### config.mk
export PLATFORM = sky130hd
export DESIGN_NAME = s9234_cone_seq_eval
export DESIGN_NICKNAME = d
export VERILOG_FILES = /design/src/rtl/s9234_cone_seq_eval.sv
export SDC_FILE = /design/constraint.sdc
export NUM_CORES = 1
export LEC_CHECK = 0
export ABC_AREA = 1
export BUFFER_PORTS_ARGS = -buffer_cell sky130_fd_sc_hd__buf_2
export CORE_ASPECT_RATIO = 0.5
export CORE_MARGIN = 2
export CORE_UTILIZATION = 50
export CTS_BUF_LIST = sky130_fd_sc_hd__clkbuf_4
export DETAILED_ROUTE_END_ITERATION = 8
export GPL_TIMING_DRIVEN = 1
export PLACE_DENSITY = 0.78
export SETUP_SLACK_MARGIN = 0.15
export SYNTH_ARGS = -nofsm -noshare
export SYNTH_HDL_FRONTEND = slang
export SYNTH_SLANG_ARGS = --single-unit
### constraint.sdc
create_clock -name CK -period 2.02 [get_ports CK]
set_input_delay 0.404 -clock CK [delete_from_list [all_inputs] [get_ports CK]]
set_output_delay 0.404 -clock CK [all_outputs]
set_load 0.005 [all_outputs]
### src/rtl/s9234_cone_seq_eval.sv
// Sequential s9234 mode/status/data decode cone: one shared evaluator walks CH channel records.
// Optional scan chain over every flop when SCAN_CHAIN_EN is defined.
module s9234_cone_seq_eval #(
  parameter int CH     = 4,
  parameter int DATA_W = 6,
  parameter int STAT_W = 4
) (
  input  logic                   CK,
  input  logic                   RN,
  input  logic                   in_valid,
  output logic                   in_ready,
  input  logic [CH*4-1:0]        mode,
  input  logic [CH*STAT_W-1:0]   stat,
  input  logic [CH*DATA_W-1:0]   data,
  input  logic                   pol,
  output logic                   out_valid,
  input  logic                   out_ready,
  output logic [CH-1:0]          result,
  output logic                   busy,
  output logic [1:0]             dbg_state
`ifdef SCAN_CHAIN_EN
  ,
  input  logic                   SE,
  input  logic                   SI,
  output logic                   SO
`endif
);

  // Handshakes: a transfer happens on a rising CK edge where valid and ready are both 1;
  // valid never drops until taken, and input records are sampled only at the accept edge.

  localparam int IW = (CH > 1) ? $clog2(CH) : 1;
  localparam int N  = 2 + IW + 1 + 4*CH + STAT_W*CH + DATA_W*CH + CH + 1;

  typedef enum logic [1:0] {
    IDLE = 2'd0,
    EVAL = 2'd1,
    DONE = 2'd2
  } state_t;

  // All flops live in one vector ordered as the scan chain, head (SI side) at the MSB.
  logic [N-1:0]          chain_q;
  logic [N-1:0]          chain_d;

  logic [1:0]            state_bits;
  state_t                state;
  state_t                state_d;
  logic [IW-1:0]         ch_idx, ch_idx_d;
  logic                  pol_q, pol_d;
  logic [CH*4-1:0]       mode_q, mode_d;
  logic [CH*STAT_W-1:0]  stat_q, stat_d;
  logic [CH*DATA_W-1:0]  data_q, data_d;
  logic [CH-1:0]         result_q, result_d;
  logic                  out_valid_q, out_valid_d;
  logic                  cur_v;
  int                    idx;

  assign {state_bits, ch_idx, pol_q, mode_q, stat_q, data_q, result_q, out_valid_q} = chain_q;
  assign state   = state_t'(state_bits);
  assign chain_d = {state_d, ch_idx_d, pol_d, mode_d, stat_d, data_d, result_d, out_valid_d};

  function automatic logic verdict(input logic [3:0]        m,
                                   input logic [STAT_W-1:0] s,
                                   input logic [DATA_W-1:0] d,
                                   input logic              p);
    if (m == 4'b0000)
      return 1'b0;
    else if (s[0] && (s[STAT_W-1:1] == '0))
      return ((d == '0) | (d == '1)) ^ p;
    else
      return ^d;
  endfunction

  always_comb begin
    state_d     = state;
    ch_idx_d    = ch_idx;
    pol_d       = pol_q;
    mode_d      = mode_q;
    stat_d      = stat_q;
    data_d      = data_q;
    result_d    = result_q;
    out_valid_d = out_valid_q;
    idx         = int'(ch_idx);
    cur_v       = verdict(mode_q[idx*4 +: 4], stat_q[idx*STAT_W +: STAT_W],
                          data_q[idx*DATA_W +: DATA_W], pol_q);
    case (state)
      IDLE: begin
        if (in_valid) begin
          mode_d   = mode;
          stat_d   = stat;
          data_d   = data;
          pol_d    = pol;
          result_d = '0;
          ch_idx_d = '0;
          state_d  = EVAL;
        end
      end
      EVAL: begin
        result_d[idx] = cur_v;
        if (idx == CH - 1) begin
          ch_idx_d    = '0;
          out_valid_d = 1'b1;
          state_d     = DONE;
        end else begin
          ch_idx_d = ch_idx + IW'(1);
        end
      end
      DONE: begin
        if (out_ready) begin
          out_valid_d = 1'b0;
          state_d     = IDLE;
        end
      end
      // Unused encoding (reachable only via scan) recovers to IDLE.
      default: begin
        out_valid_d = 1'b0;
        state_d     = IDLE;
      end
    endcase
  end

  always_ff @(posedge CK or negedge RN) begin
    if (!RN) begin
      chain_q <= '0;
    end else begin
`ifdef SCAN_CHAIN_EN
      if (SE)
        chain_q <= {SI, chain_q[N-1:1]};
      else
        chain_q <= chain_d;
`else
      chain_q <= chain_d;
`endif
    end
  end

`ifdef SCAN_CHAIN_EN
  assign SO = chain_q[0];
`endif

  assign in_ready  = (state == IDLE);
  assign busy      = (state != IDLE);
  assign out_valid = out_valid_q;
  assign result    = result_q;
  assign dbg_state = state_bits;

endmodule

==> results of run 1 <==
==> power breakdown <==
group | switching, mW | total, mW | leakage, nW | internal, mW
Sequential | 0.447 | 2.43 | 0.780 | 1.99
Combinational | 1.89 | 3.84 | 1.07 | 1.94
Clock | 0.449 | 0.840 | 0.0741 | 0.391
==> final cells by class <==
cell class	count	share of cell area, %
multi-input combinational	172	36.5
timing repair buffer	88	13.3
timing repair inverter	1	0.127
inverter	22	2.28
tap	88	2.78
clock inverter	4	1.11
clock buffer	11	2.09
sequential	66	41.8
==> through the flow <==
stage / power, mW / worst slack (ns)
finish: 7.11 / 0.00496
global route: 7.51 / -0.0795
CTS: 6.34 / 0.0712
detailed placement: 5.04 / -0.0904
global placement: 4.85 / 0.000705
floorplan: 4.36 / 0.0798
==> path summary, 6_finish.rpt <==
path / end / slack [ns]
max: chain_q[3] / 0.005
min: chain_q[35] / 0.21
max reg2reg: chain_q[3] / 0.005
min reg2reg: chain_q[0] / 0.51
max in group asynchronous: chain_q[62] / 1.20
min in group asynchronous: chain_q[48] / 0.50
==> logic make-up after synthesis <==
| kind of cell | share of synthesized area [%] |
|---|---|
| compound gates | 4.39 |
| buf+inv | 6.45 |
| xor+xnor | 0.564 |
| mux | 19.3 |
| flops | 53.2 |
| fa+ha+maj | 4.03 |
| simple gates | 12.0 |
==> placed cells by master (no fill, tap or decap), drive strengths merged, types with 10 or more instances in the layout <==
cell / n
ha: 10
nor2: 22
clkbuf: 11
dfrtp: 66
a21oi: 11
mux2: 52
inv: 21
nand2: 40
nand3: 14
buf: 87
==> synth_stat cells (2+ instances only) <==
library cell | n | area, sq um
dfrtp_1 | 66 | 1650
mux2_2 | 48 | 541
nand2_1 | 39 | 146
inv_1 | 21 | 78.8
nor2_1 | 21 | 78.8
nand3_1 | 14 | 70.1
a21oi_1 | 11 | 55.1
ha_1 | 10 | 125
buf_4 | 8 | 60.1
buf_2 | 7 | 35.0
a32oi_1 | 6 | 52.6
mux2_4 | 4 | 60.1
nand4_1 | 4 | 25.0
nor3_1 | 3 | 15.0
o21ai_0 | 3 | 15.0
buf_6 | 2 | 22.5
nand3b_1 | 2 | 15.0
==> routing by layer <==
layer / track usage [%] / vias to the layer above
li1: - / 1090
met4: 7.92 / 0
met5: 0 / -
met3: 7.81 / 18
met2: 35.4 / 75
met1: 25.7 / 1142
==> worst reg2reg max path: stages (launching register included) <==
cell and delay (ns):
dfrtp_2 0.46, buf_6 0.17, a21oi_2 0.07, a32oi_2 0.26
inv_2 0.09, ha_4 0.31, xnor2_4 0.12, xor2_2 0.16
nand2_2 0.09, nand4_1 0.11, nand2_1 0.07
==> timing repair <==
item / in CTS / in global routing
gates cloned: 1 / 0
hold endpoints to repair: 30 / 0
pin swaps: 13 / 15
setup endpoints to repair: 4 / 4
hold buffers: 1 / 0
buffers inserted: 8 / 1
gates resized for setup: 18 / 23
==> metrics.md, run 1 <==
| Metric | Value |
|---|---|
| Synth unique cells | 25 |
| Drt drc | 0 |
| Via-to-Cell Ratio | 5.14 |
| CP Class | reg2reg |
| PortBufs | 69 |
| Leak pwr | 1.92 nW |
| Die Area | 0.00690 sq mm |
| Worst Reg-to-Reg Cells | 10 |
| Buf/Inv on CP | 2 |
| Worst setup SP type | flip-flop |
| Clk sink count | 66 |
| Top Registers | chain_q (66) |
| RSZ-0062 raised after global routing | true |
| Max-slew headroom | 74.0% |
| Dpl cells | 426 |
| Pin count of the biggest net entering global routing | 69 |
| Sequential area share after synthesis | 53.2% |
| DIE HEIGHT | 59.7 um |
| Min-Delay Path Class | in2reg |
| Required @ worst endpoint | 2.33 ns |
| Highest routed layer | met4 |
| Setup TNS | 0 ns |
| Initial Utilization | 51.5% |
| Via count | 2325 |
| Post-synth net total | 348 |
| Largest delay share family, worst path | flip-flops |
| Largest Register | chain_q |
| WP data arrival | 2.33 ns |
| Minimum clock period | 2.02 ns |
| Layout Nets | 431 |
| Maximum buffer depth of the clock tree | 2 |
| Fraction of layout cells with a size suffix above 1 | 52.2% |
| Largest register FFs | 66 |
| Hold Startpoint | stat[6] |
| Met3 Wirelength | 441 um |
| Hold Violations, Final | 0 |
| Final Util | 65.6% |
| Die width | 115 um |
| Grt ovf | 0 |
| CP max stage delay | 0.46 ns |
| Rows | 20 |
| CTS clk-pin slew, worst paths | 0.10 ns |
| Levels on crit path | 10 |
| Hold depth | 2 |
| Placed cell area | 0.00354 sq mm |
| Antenna cells | 0 |
| GPL Wtd Cong | 0.844 |
| PD cells | 1800 mW/mm^2 |
| Reg-to-Reg Start | chain_q[62] |
| Final Routed Wirelength | 7410 um |
| DR WL met2 | 3720 um |
| ANT nets after route | 0 |
| Maximum capacitance violations | 0 |
| Area Overhead vs Synth | 27.3% |
| TritonCTS clock tree | built |
| Cell area after layout | 0.00395 sq mm |
| Reg area | 0.00165 sq mm |
| Post-synth EDFFs | 0 |
| Status | complete, no violations |
| Io pins | 70 |
| Pre-antenna DRT Iters | 4 |
| Seq cells post-synth | 66 |
| Clock skew | 0.0113 ns |
| Root buffer cell | clkbuf_4 |
| CP max FO | 8 |
| Synth Instances | 277 |
| Dpl hpwl | 4490 um |
| Footprint of the multi-input gates | 0.00144 sq mm |
| Worst slew pin tran | 0.389 ns |
| H-Tree Depth | 3 |
| Skew-Pair Late Insertion Delay | 0.42 ns |
| CP startpoint | chain_q[62] |
| Max Clock Freq | 496 MHz |
| Syn Area/Cell | 11.2 sq um |
| Crit path max-delay cell type | dfrtp_2 |
| Primary FF master, synth | dfrtp_1 |
| Mapped Area | 0.00311 sq mm |
| Initial antenna violation count | 0 |
| Final hold slack | 0.210 ns |
| Iter 0 DRT Violations | 125 |
| Final setup vio count | 0 |
| Fin crit share | 99.8% |
| Vias in the first global route | 2398 |
| Post-Layout Cell Count | 452 |
| CP endpoint kind | flip-flop |
| Cell Chain, Critical Path | buf_6, a21oi_2, a32oi_2, inv_2, ha_4, xnor2_4, xor2_2, nand2_2, nand4_1, nand2_1 |
| Ys Warns | 0 |
| Fillcell total | 442 |
| VDD IR-drop max | 626 uV |
| Gr usage total | 21.2% |
| Slew Limit Fails | 0 |
| Post-synth ARST share | 100% |
| DR WL/cell | 16.4 um |
| Metal-1 WL | 3070 um |
| First-pass GRT wire length | 10900 um |
| Core region area | 0.00603 sq mm |
| Cts bufs inserted | 9 |
No activity file was read; power rests on OpenSTA's default activity.
==> inputs of run 2 (changes only) <==
--- a/config.mk
+++ b/config.mk
@@ -7,7 +7,6 @@
 export LEC_CHECK = 0
 export ABC_AREA = 1
 export BUFFER_PORTS_ARGS = -buffer_cell sky130_fd_sc_hd__buf_2
-export CORE_ASPECT_RATIO = 0.5
 export CORE_MARGIN = 2
 export CORE_UTILIZATION = 50
 export CTS_BUF_LIST = sky130_fd_sc_hd__clkbuf_4
==> run 2 against run 1 <==
Compared with the run above: wire length fell by 18%; die area fell by 0.55%; global-route usage fell by 2.7 points; worst hold slack improved by 0.0066 ns; via count fell by 4.7%; sequential power fell by 3%; power fell by 11%; largest cell class unchanged.
==> metrics.md, run 2 (synthesis gave the netlist of run 1 again) <==
| Metric | Value |
|---|---|
| First-pass GRT wire length | 10200 um |
| Fraction of layout cells with a size suffix above 1 | 48.5% |
| Io pins | 70 |
| Pin count of the biggest net entering global routing | 67 |
| CP Class | reg2reg |
| Commonest non-fill, non-tap cells in the layout | buf_2, dfrtp_1, mux2_2, nand2_1, nor2_1 |
| Cts bufs inserted | 9 |
| Largest register FFs | 66 |
| Reg area | 0.00165 sq mm |
| Dpl cells | 413 |
| Pre-antenna DRT Iters | 6 |
| Hold Violations, Final | 0 |
| Minimum clock period | 1.91 ns |
| CP endpoint kind | flip-flop |
| ANT nets after route | 0 |
| Antenna cells | 0 |
| Top Registers | chain_q (66) |
| VDD IR-drop max | 852 uV |
| CP max FO | 11 |
| Placed cell area | 0.00352 sq mm |
| GPL Wtd Cong | 0.854 |
| Initial Utilization | 52.1% |
| Slack of the critical path | 0.114 ns |
| Max Clock Freq | 525 MHz |
| Die Area | 0.00686 sq mm |
| Fillcell total | 472 |
| Status | complete, no violations |
| PortBufs | 69 |
| Root buffer cell | clkbuf_4 |
| Iter 0 DRT Violations | 86 |
| Slew Limit Fails | 0 |
| Leak pwr | 1.91 nW |
| Final Util | 64.6% |
| Comb power frac | 49.8% |
| DR WL/cell | 13.9 um |
| Final Routed Wirelength | 6070 um |
| Rows | 28 |
| Via count | 2215 |
| Fin crit share | 94.3% |
| TritonCTS clock tree | built |
| Worst slew pin tran | 0.397 ns |
| Clk network pwr share | 12.9% |
| Area Overhead vs Synth | 23.9% |
| Initial antenna violation count | 0 |
| RSZ-0062 raised after global routing | true |
| PD cells | 1640 mW/mm^2 |
| Die width | 82.8 um |
| Worst setup SP type | flip-flop |
| Clock skew | 0.0200 ns |
| Switching power | 2.32 mW |
| Required @ worst endpoint | 2.31 ns |
| Largest Register | chain_q |
| Min-Delay Path Class | in2reg |
| Gr usage total | 18.5% |
| Overall Power | 6.33 mW |
| Most common cell after layout, fill and taps aside | buf_2 |
| Final setup vio count | 0 |
| Cell area after layout | 0.00385 sq mm |
| Switching portion of total power | 36.6% |
| Core region area | 0.00596 sq mm |
| Drt drc | 0 |
| Seq pwr share | 37.4% |
| DIE HEIGHT | 82.8 um |
| Post-Layout Cell Count | 438 |
| Internal power | 4.01 mW |
| Vias in the first global route | 2322 |
| Post-Place Worst Slack | -0.0309 ns |
| Footprint of the multi-input gates | 0.00136 sq mm |
| Max-slew headroom | 73.4% |
| Layout Nets | 430 |
| WP data arrival | 2.19 ns |
| Maximum capacitance violations | 0 |
| H-Tree Depth | 3 |
| CTS clk-pin slew, worst paths | 0.11 ns |
| Clk sink count | 66 |
| Grt ovf | 0 |
| Skew-Pair Late Insertion Delay | 0.41 ns |
| Via-to-Cell Ratio | 5.06 |
| Dpl hpwl | 4290 um |
| Maximum buffer depth of the clock tree | 2 |
run 2: cell type report:
cell class	instances	area share, %
Inverter	22	2.54
Clock buffer	10	1.95
Timing Repair inverter	1	0.228
Sequential cell	66	42.9
Timing Repair Buffer	87	13.5
Multi-Input combinational cell	172	35.2
Clock inverter	5	1.20
Tap cell	75	2.44
run 2: what timing repair did:
action | in CTS | in global routing
resized for setup | 16 | 11
setup endpoints to repair | 4 | 4
gates cloned | 1 | 0
hold buffers | 1 | 0
pin swaps | 8 | 4
hold endpoints to repair | 21 | 0
buffers inserted | 6 | 2
run 2: path summary, 6_finish.rpt:
kind                              from     endpoint  slack (ns)  cells past startpoint
setup / recovery           chain_q[62]   chain_q[3]        0.11                     13
hold / removal                stat[13]  chain_q[42]        0.22                      2
setup reg to reg           chain_q[62]   chain_q[3]        0.11                     13
hold reg to reg            chain_q[40]  chain_q[40]        0.50                      1
max in group asynchronous           RN  chain_q[43]        1.19                      3
min in group asynchronous           RN  chain_q[48]        0.53                      3
run 2: critical path, cell delays in order (launching register included):
cell	delay, ns
dfrtp_1	0.41
buf_6	0.15
buf_4	0.13
a21oi_1	0.20
a32oi_2	0.12
inv_1	0.09
ha_1	0.17
nand3_2	0.07
nand2_1	0.07
nand2_1	0.04
nand2_1	0.07
nand3_2	0.11
nand4_1	0.10
nand2_1	0.05
run 2: through the flow:
step | hold WS [ns] | setup TNS [ns]
after floorplan | 0.108 | 0
after global placement | 0.445 | 0
after detailed placement | 0.447 | -0.0843
after CTS | 0.200 | 0
after global routing | 0.194 | -0.201
final | 0.216 | 0
run 2: power by group through the flow:
stage	registers (mW)	logic, mW	clock network [mW]
after global placement	2.35	2.49	0
after detailed placement	2.38	2.60	0
final	2.36	3.15	0.814
after CTS	2.37	2.88	0.831
after floorplan	2.26	2.11	0
after global routing	2.44	3.49	0.885
run 2: metal layers:
| metal | up-vias | part of all wire (%) | global-route usage (%) |
|---|---|---|---|
| li1 | 1086 | - | - |
| met1 | 1061 | 43 | 22.6 |
| met2 | 53 | 50 | 30.8 |
| met3 | 15 | 5.2 | 4.77 |
| met4 | 0 | 1.5 | 8.49 |
| met5 | - | 0 | 0 |
==> inputs of run 3 (changes only) <==
--- a/config.mk
+++ b/config.mk
@@ -13,6 +13,7 @@
 export DETAILED_ROUTE_END_ITERATION = 8
 export GPL_TIMING_DRIVEN = 1
 export PLACE_DENSITY = 0.78
+export RECOVER_POWER = 50
 export SETUP_SLACK_MARGIN = 0.15
 export SYNTH_ARGS = -nofsm -noshare
 export SYNTH_HDL_FRONTEND = slang
==> run 3 against run 2 <==
Compared with the run above: register-to-register slack hardly changed; global-route usage stayed put; clock skew is 0.0010 ns lower; final cell count stayed put; setup slack better by 0.0024 ns; critical path type unchanged; largest power group unchanged.
==> metrics.md, run 3 (synthesis gave the netlist of run 1 again) <==
| Metric | Value |
|---|---|
| Cell Chain, Critical Path | buf_6, clkinv_8, nand2_2, a32oi_2, inv_1, ha_4, xnor2_2, xor2_1, nand2_1, nand4_1, nand2_1 |
| RSZ-0062 raised after global routing | true |
| CP max FO | 7 |
| Slew Limit Fails | 0 |
| Worst slew pin tran | 0.860 ns |
| Maximum buffer depth of the clock tree | 2 |
| Final Routed Wirelength | 6040 um |
| Slack of the critical path | 0.117 ns |
| Dpl cells | 413 |
| Core region area | 0.00596 sq mm |
| CP endpoint kind | flip-flop |
| ANT nets after route | 0 |
| Final Util | 64.2% |
| CP endpoint | chain_q[3] |
| Worst Reg-to-Reg Cells | 11 |
| CP max stage delay | 0.41 ns |
| First-pass GRT wire length | 10200 um |
| CP startpoint | chain_q[62] |
| Most common cell after layout, fill and taps aside | buf_2 |
| CTS clk-pin slew, worst paths | 0.10 ns |
| DIE HEIGHT | 82.8 um |
| Skew-Pair Late Insertion Delay | 0.40 ns |
| Iter 0 DRT Violations | 103 |
| Status | complete, no violations |
| Via count | 2219 |
| Initial Utilization | 52.1% |
| Pre-antenna DRT Iters | 4 |
| Final hold slack | 0.206 ns |
| Post-Place Worst Slack | -0.0309 ns |
| Levels on crit path | 11 |
| Required @ worst endpoint | 2.30 ns |
| Commonest non-fill, non-tap cells in the layout | buf_2, dfrtp_1, mux2_2, nand2_1, nor2_1 |
| Io pins | 70 |
| Min-Delay Path Class | in2reg |
| Reg area | 0.00165 sq mm |
| Dpl hpwl | 4290 um |
| Largest Register | chain_q |
| Footprint of the multi-input gates | 0.00134 sq mm |
| Hold Violations, Final | 0 |
| Vias in the first global route | 2322 |
| Post-Layout Cell Count | 438 |
| WP data arrival | 2.18 ns |
| Largest delay share family, worst path | flip-flops |
| Fraction of layout cells with a size suffix above 1 | 47.7% |
| Maximum capacitance violations | 0 |
| Buf/Inv on CP | 3 |
| DR WL/cell | 13.8 um |
| Grt ovf | 0 |
| VDD IR-drop max | 835 uV |
| Antenna cells | 0 |
| GPL Wtd Cong | 0.854 |
| FF-to-FF setup slack | 0.12 ns |
| Leak pwr | 1.90 nW |
| Most frequent CP cell | nand2_1 |
| Max-slew headroom | 42.7% |
| Initial antenna violation count | 0 |
| Die width | 82.8 um |
| Die Area | 0.00686 sq mm |
| Drt drc | 0 |
| Fin crit share | 94.2% |
| Via-to-Cell Ratio | 5.07 |
| Rows | 28 |
| Largest register FFs | 66 |
| Layout Nets | 430 |
| Root buffer cell | clkbuf_4 |
| Max Clock Freq | 525 MHz |
| Clk sink count | 66 |
| Final setup vio count | 0 |
| Minimum clock period | 1.90 ns |
| PD cells | 1650 mW/mm^2 |
| Area Overhead vs Synth | 23.1% |
| CP Class | reg2reg |
| FF-to-FF End | chain_q[3] |
| Fillcell total | 476 |
| TritonCTS clock tree | built |
| Overall Power | 6.29 mW |
| Reg-to-Reg Start | chain_q[62] |
| Worst setup SP type | flip-flop |
| PortBufs | 69 |
| Pin count of the biggest net entering global routing | 67 |
| Cts bufs inserted | 9 |
| Top Registers | chain_q (66) |
| Gr usage total | 18.5% |
| Clock skew | 0.0190 ns |
| Crit path max-delay cell type | dfrtp_1 |
| H-Tree Depth | 3 |
-- run 3: power breakdown --
part / switching, mW / leakage [nW] / internal (mW)
sequential: 0.370 / 0.781 / 1.98
clock: 0.439 / 0.0688 / 0.371
combinational: 1.49 / 1.05 / 1.63
-- run 3: stage by stage --
stage,setup TNS [ns],cell area [sq um]
floorplan,0,3120
global placement,0,3520
detailed placement,-0.0843,3520
CTS,0,3780
global route,-0.201,3820
finish,0,3820
-- run 3: area by class of cell --
class | instances | share of cell area, %
inverter | 22 | 2.55
sequential | 66 | 43.2
timing repair inverter | 1 | 0.229
tap | 75 | 2.45
timing repair buffer | 87 | 13.3
clock inverter | 5 | 1.21
multi-input combinational | 172 | 35.1
clock buffer | 10 | 1.96
-- run 3: what timing repair did --
| action | in CTS | in global routing |
|---|---|---|
| endpoints found under the hold margin | 21 | 0 |
| resized for setup | 16 | 11 |
| pin swaps | 8 | 4 |
| endpoints found under the setup margin | 4 | 4 |
| cloned | 1 | 0 |
| hold buffers | 1 | 0 |
| setup buffers | 6 | 2 |
-- run 3: worst min path at each step --
stage / from / endpoint / slack (ns) / cells after the start
floorplan: RN / chain_q[0] / 0.11 / 0
global placement: RN / chain_q[48] / 0.44 / 2
detailed placement: RN / chain_q[17] / 0.45 / 2
CTS: data[6] / chain_q[11] / 0.20 / 2
global route: data[23] / chain_q[28] / 0.19 / 2
finish: mode[13] / chain_q[58] / 0.21 / 2
-- run 3: layer usage --
layer,up-vias,wire length [um],track usage [%]
li1,1087,-,-
met1,1067,2600,22.6
met2,51,3070,30.8
met3,14,274,4.77
met4,0,95,8.49
met5,-,0,0
